File: config.mk
export PLATFORM = sky130hd
export DESIGN_NAME = mul_seq_ctrl
export DESIGN_NICKNAME = d
export VERILOG_FILES = /design/src/rtl/mul_seq_ctrl_pkg.sv /design/src/rtl/mul_step_dp.sv /design/src/rtl/mul_seq_ctrl.sv
export SDC_FILE = /design/constraint.sdc
export NUM_CORES = 1
export LEC_CHECK = 0
export CAP_MARGIN = 20
export CORE_AREA = 5 5 120 122
export DETAILED_ROUTE_END_ITERATION = 16
export DIE_AREA = 0 0 125 127
export PLACE_DENSITY_LB_ADDON = 0.3
export SLEW_MARGIN = 20
export SYNTH_ARGS = -nofsm -noshare
export SYNTH_HDL_FRONTEND = slang
export SYNTH_SLANG_ARGS = --single-unit
export TNS_END_PERCENT = 50
File: constraint.sdc
create_clock -name clk_i -period 3.4 [get_ports clk_i]
set_input_delay 0.68 -clock clk_i [delete_from_list [all_inputs] [get_ports clk_i]]
set_output_delay 0.68 -clock clk_i [all_outputs]
set_load 0.02 [all_outputs]
File: src/rtl/mul_seq_ctrl_pkg.sv
// Shared definitions for the EX-stage sequential multiplier: ALU op encoding
// used to recognise a MUL, datapath width and iteration-count helper.
package mul_seq_ctrl_pkg;

  localparam int XLEN = 32;

  // ALU op that selects the multi-cycle multiplier
  localparam logic [2:0] ALU_MUL = 3'b101;

  function automatic int mul_iters(input int bits_per_cycle);
    return XLEN / bits_per_cycle;
  endfunction

endpackage

File: src/rtl/mul_step_dp.sv
// One shift-add iteration: folds the low BITS_PER_CYCLE multiplier bits into
// the accumulator and shifts the operands ready for the next iteration.
module mul_step_dp
  import mul_seq_ctrl_pkg::*;
#(
  parameter int BITS_PER_CYCLE = 1
) (
  input  logic [31:0] acc,
  input  logic [31:0] mcand,
  input  logic [31:0] mplier,
  output logic [31:0] acc_next,
  output logic [31:0] mcand_next,
  output logic [31:0] mplier_next
);

  logic [31:0] pp   [BITS_PER_CYCLE];
  logic [31:0] psum [BITS_PER_CYCLE+1];

  assign psum[0] = acc;

  // Partial products chained through an adder per retired multiplier bit
  generate
    for (genvar gi = 0; gi < BITS_PER_CYCLE; gi++) begin : g_pp
      assign pp[gi]     = mplier[gi] ? (mcand << gi) : 32'd0;
      assign psum[gi+1] = psum[gi] + pp[gi];
    end
  endgenerate

  assign acc_next    = psum[BITS_PER_CYCLE];
  assign mcand_next  = mcand << BITS_PER_CYCLE;
  assign mplier_next = mplier >> BITS_PER_CYCLE;

endmodule

File: src/rtl/mul_seq_ctrl.sv
// Multi-cycle MUL sequencer beside the single-cycle ALU; stalls the pipeline
// while the shift-add datapath iterates and pulses valid_o with the product.
module mul_seq_ctrl
  import mul_seq_ctrl_pkg::*;
#(
  parameter int BITS_PER_CYCLE = 1,
  parameter bit EARLY_EXIT     = 1'b0
) (
  input  logic        clk_i,
  input  logic        rst_i,
  input  logic        valid_i,
  input  logic [2:0]  ALUCtrl_i,
  input  logic [31:0] data1_i,
  input  logic [31:0] data2_i,
  input  logic        flush_i,
  output logic        stall_o,
  output logic        busy_o,
  output logic        valid_o,
  output logic [31:0] data_o
);

  localparam int         N    = mul_iters(BITS_PER_CYCLE);
  localparam logic [5:0] LAST = 6'(N - 1);

  generate
    if (BITS_PER_CYCLE != 1 && BITS_PER_CYCLE != 2 && BITS_PER_CYCLE != 4) begin : g_bad_bpc
      $error("BITS_PER_CYCLE must be 1, 2 or 4");
    end
  endgenerate

  typedef enum logic [1:0] {
    ST_IDLE = 2'd0,
    ST_RUN  = 2'd1,
    ST_DONE = 2'd2
  } state_e;

  state_e      state_reg;
  logic [31:0] acc_reg;
  logic [31:0] mcand_reg;
  logic [31:0] mplier_reg;
  logic [31:0] data_reg;
  logic [5:0]  count_reg;

  logic [31:0] acc_next;
  logic [31:0] mcand_next;
  logic [31:0] mplier_next;
  logic        start;
  logic        finish;

  mul_step_dp #(
    .BITS_PER_CYCLE(BITS_PER_CYCLE)
  ) u_step (
    .acc        (acc_reg),
    .mcand      (mcand_reg),
    .mplier     (mplier_reg),
    .acc_next   (acc_next),
    .mcand_next (mcand_next),
    .mplier_next(mplier_next)
  );

  assign start  = valid_i & (ALUCtrl_i == ALU_MUL) & ~flush_i & (state_reg == ST_IDLE);
  assign finish = (count_reg == LAST) | (EARLY_EXIT & (mplier_next == 32'd0));

  always_ff @(posedge clk_i) begin
    if (rst_i) begin
      state_reg  <= ST_IDLE;
      acc_reg    <= '0;
      mcand_reg  <= '0;
      mplier_reg <= '0;
      count_reg  <= '0;
      data_reg   <= '0;
    end else begin
      case (state_reg)
        ST_IDLE: begin
          if (start) begin
            mcand_reg  <= data1_i;
            mplier_reg <= data2_i;
            acc_reg    <= '0;
            count_reg  <= '0;
            state_reg  <= ST_RUN;
          end
        end
        ST_RUN: begin
          if (flush_i) begin
            state_reg <= ST_IDLE;
          end else begin
            acc_reg    <= acc_next;
            mcand_reg  <= mcand_next;
            mplier_reg <= mplier_next;
            count_reg  <= count_reg + 6'd1;
            if (finish) state_reg <= ST_DONE;
          end
        end
        ST_DONE: begin
          state_reg <= ST_IDLE;
          // A squashed MUL must not disturb the last delivered product
          if (!flush_i) data_reg <= acc_reg;
        end
        default: state_reg <= ST_IDLE;
      endcase
    end
  end

  assign busy_o  = (state_reg != ST_IDLE);
  assign stall_o = start | ((state_reg == ST_RUN) & ~flush_i);
  assign valid_o = (state_reg == ST_DONE) & ~flush_i;
  // The product is visible in the DONE cycle itself, then held in data_reg
  assign data_o  = valid_o ? acc_reg : data_reg;

endmodule
---- Yosys cells after proc, flatten, opt, wreduce, memory -nomap -nowiden ----
Cells that the tools add are included.
storage, ports and cells
  flip-flop bits (word level) ............. 136
  logic and storage cells ................. 46
  output and inout port bits .............. 35
  input bits .............................. 71
operators by class
  add/sub/neg operators ................... 2
  bitwise operators ....................... 7
  equality and inequality tests ........... 7
  reduce and logical (&&, ||, !) cells .... 6
  multiplexer cells ....................... 18
operator list
  cell                                                             count
  32-bit two-way mux                                               8
  32-bit case mux with 2 select lines                              3
  32-bit adder                                                     1
  6-bit two-way mux                                                2
  6-bit case mux with 2 select lines                               1
  6-bit by 1-bit adder with 6-bit output, second input constant    1
  6-bit by 5-bit == test with 1-bit output, second input constant  1
  2-bit two-way mux                                                3
  1-bit bitwise AND                                                5
  2-bit inequality test, second input constant                     2
  2-bit case mux with 2 select lines                               1
  2-bit AND reduction                                              2
  2-bit nonzero test                                               2
  3-bit == test, second input constant                             1
  3-bit inequality test, second input constant                     1
  3-bit AND reduction                                              1
  2-bit by 1-bit == test with 1-bit output, second input constant  1
  2-bit == test, second input constant                             1
  2-bit logical NOT                                                1
  1-bit NOT                                                        1
  1-bit bitwise OR                                                 1

---- Logic depth before layout (Yosys ltp) ----
  depth in word-level cells ............... 6
  depth in mapped cells ................... 13
  gate-level depth less buffers ........... 13

---- Modules after synthesis ----
A second synthesis with hierarchy kept.
second synthesis, totals
  cell total of the unflattened synthesis .. 929
  area total of the unflattened synthesis .. 8289.2 um^2
by module, submodules not included
  module        times used  area each (um^2)  cells an instance  sequential area each (um^2)
  mul_seq_ctrl  1           5831.8            574                2722.6
  mul_step_dp   1           2457.4            355                0.0

---- Worst setup path before layout ----
OpenSTA, ideal clock, no wires.
  kind .................................... input-to-output
  start point ............................. input flush_i
  end point ............................... output data_o[0]
  stages on the path ...................... 3
  arrival time ............................ 2109 ps
  slack ................................... 611 ps
  buffers on the path ..................... 1
  required time ........................... 2720 ps
  cell sequence ........................... nor3b_1 > clkbuf_1 > mux2_2
on the way
  longest elaborated chain between the ends .. 3
ends and longest elaborated chain
  what                line                 RTL
  start, declared     mul_seq_ctrl.sv:15   input logic flush_i,
  1-bit NOT           mul_seq_ctrl.sv:106  assign valid_o = (state_reg == ST_DONE) & ~flush_i;
  1-bit bitwise AND   mul_seq_ctrl.sv:106
  via valid_o         mul_seq_ctrl.sv:18   output logic valid_o,
  32-bit two-way mux  mul_seq_ctrl.sv:108  assign data_o = valid_o ? acc_reg : data_reg;
  end, declared       mul_seq_ctrl.sv:19   output logic [31:0] data_o
The timed path passes the listed nets, and every way through them passes these cells.

---- Worst setup path in the final report ----
  start point ............................. input flush_i
  end point ............................... output data_o[4]
on the way
  longest elaborated chain between the ends .. 3
ends and longest elaborated chain
  what                line
  1-bit NOT           mul_seq_ctrl.sv:106
  1-bit bitwise AND   mul_seq_ctrl.sv:106
  32-bit two-way mux  mul_seq_ctrl.sv:108
Every way passes these cells.

==> metrics <==
outcome finished, final reports clean; Overall Global Routing Usage 0.2224; Final HPWL DP 12.58 mm; total CTS buffers 17; Max clock buf depth 2; Worst Skew 0.008381 ns; vias per cell between 5 and 6; post-synthesis register bit count 136; crit start category input port; core area 13090 um2; Reg power frac 0.444; Comb pwr share 0.046; DIE WIDTH about 130 um; DRC viols 0; GRT overflow 0; WL final 17.90 mm; clk root buf clkbuf_16; top layer in use met4; most frequent cells in the layout 135 x dfxtp_1, 104 x clkdlybuf4s50_1, 98 x nor2_1, 74 x nand2_1, 47 x a222oi_1; leakage 3.440 nW; final cell count without fillers 1051; # hold bufs at CTS 0; pin count of the biggest net entering global routing 65; Setup crit start flush_i; Final Setup Violations 0; WP data required 2.72 ns; IR drop worst, VDD around 0.38 mV; Sink Count 136; routed length per instance 17.03 um; Worst Setup End Kind output pin; Syn Nets between 800 and 900; worst slew pin tran about 0.67 ns; ys flop type dfxtp_1; switch share 0.2117; reg2reg end acc_reg[28]; Worst Path Max Fanout 16; Tot Pwr 3.643 mW; sequential-to-total area share from yosys stat 0.3943; WL met3 1.134 mm; crit path capture data_o[4]; Skew-Pair Late Insertion Delay 0.42 ns; CTS tree done; Final Hold Vio Count 0; Worst R2R Path Depth 13; Via Count 6201; Yosys warning total 0; RSZ-0062 raised after global routing no; Rel. slew slack 0.5511; initial antenna violation count 0; initial DRC count 580; Max Slew Vio Count 0; Port Buffers about 110; first-pass GRT wire length between 20 and 30 mm; Nets between 900 and 1000; clock transition at the registers of the reported paths roughly 0.06 ns; H-Tree Depth 4; Initial Util 0.5276; Clock Power Share 0.511; WS Path Type in2out; die height 127 um; final core utilization 0.6646; max-cap viol count 0; Placed Cells approximately 1000; fmax approximately 0.30 GHz; TritonRoute pass-1 iters 5; final worst-path cycle share 0.9676; fraction of registers with async set/reset 0; Diodes inserted 0; Worst EP arrival 2.61 ns; internal power 2.872 mW; Area Growth Syn to Fin 25.95%; Net Switching 0.7710 mW; vias in the first global route 6060; Pwr Density ~420 nW/um2; Site Rows 42; metal2 WL 8.612 mm; num ports 106; mapped cell area about 6900 um2; average size of a mapped cell a little under 9 um2; layout cell share with drive strength beyond 1 0.1154; EDFF count, synth 0; Reg-to-Reg Start mplier_reg[0]; commonest non-fill, non-tap cell in the layout dfxtp_1; antenna-violating nets left 0; minimum clock period 3.290 ns; met1 WL 7.708 mm; flop-to-flop setup slack 0.23 ns; Setup TNS Final 0 ns; DIE AREA around 16000 um2; post-synth cell types 63; Mapped Cells 776; routability cong. 0.8951; Worst Hold Class reg2reg
through the flow:
| stage | hold WS, ns | setup slack, ns | cell area [um2] |
|---|---|---|---|
| after floorplan | 0.4393 | 0.6111 | 6904 |
| after global placement | 0.4709 | 0.1408 | 8095 |
| after detailed placement | 0.4685 | 0.1085 | 8095 |
| after CTS | 0.4786 | 0.08512 | 8695 |
| after global routing | 0.5127 | 0.04714 | 8696 |
| final | 0.4823 | 0.1100 | 8696 |
layer usage:
metal,vias up,GRT usage
met3,42,0.05259
met2,235,0.3698
li1,2997,-
met5,-,0
met1,2927,0.2796
met4,0,0.09056
layout make-up:
cell class                 count  area (um2)
clock buffer                  21       450.4
tap                          176       220.2
fill                        1074        4389
clock inverter                11       148.9
timing repair buffer         119        1166
inverter                      14       52.55
multi-input combinational    574        3934
sequential                   136        2724
cells in the mapped netlist (14+ instances only):
master    number  share of area
a21oi_1       38          0.028
a222oi_1      47          0.068
a311oi_1      15          0.019
and2_1        32          0.029
clkbuf_1      45          0.024
dfxtp_1      136           0.39
ha_1          32          0.058
inv_1         14         0.0076
mux2_2        32          0.052
nand2_1       74          0.040
nor2_1        99          0.054
nor2b_1       36          0.033
o21ai_0       26          0.019
xnor2_1       15          0.019
how the worst min path moves through the flow:
stage | start | to | slack [ns] | cells past startpoint
3_5_place_dp | acc_reg[22] | acc_reg[22] | 0.47 | 2
4_1_cts | acc_reg[22] | acc_reg[22] | 0.48 | 2
6_report | acc_reg[22] | acc_reg[22] | 0.48 | 2
3_3_place_gp | acc_reg[22] | acc_reg[22] | 0.47 | 2
5_1_grt | acc_reg[22] | acc_reg[22] | 0.51 | 2
2_1_floorplan | acc_reg[22] | acc_reg[22] | 0.44 | 2
cell families (layout without fill, tap and decap cells):
logic type,count (synthesis),in the layout,synth area share
AOI/OAI and AO/OA,194,194,0.2196
xor gates and xnor gates,28,28,0.03552
adders and majority gates,33,33,0.06089
buffers and inverters,66,165,0.04023
DFF,136,136,0.3943
muxes,32,32,0.05219
and+or+nand+nor,287,287,0.1972
what timing repair did:
item                       4_1_cts  5_1_grt
gates resized for setup          0        1
setup endpoints to repair        0        2
buffers inserted                 0        0
power groups by stage:
| stage | clock network [mW] | logic [mW] | registers, mW |
|---|---|---|---|
| final | 1.86 | 0.166 | 1.62 |
| after global routing | 1.96 | 0.179 | 1.62 |
| after CTS | 1.89 | 0.166 | 1.62 |
| after floorplan | 0 | 0.0629 | 1.65 |
| after detailed placement | 0 | 0.165 | 1.65 |
| after global placement | 0 | 0.161 | 1.65 |
worst max-delay path, stage by stage:
cell	delay (ns)
clkdlybuf4s50_1	0.46
nor3b_2	0.22
buf_4	0.29
mux2_2	0.39
clkdlybuf4s50_1	0.55
No activity file was read; power rests on OpenSTA's default activity.
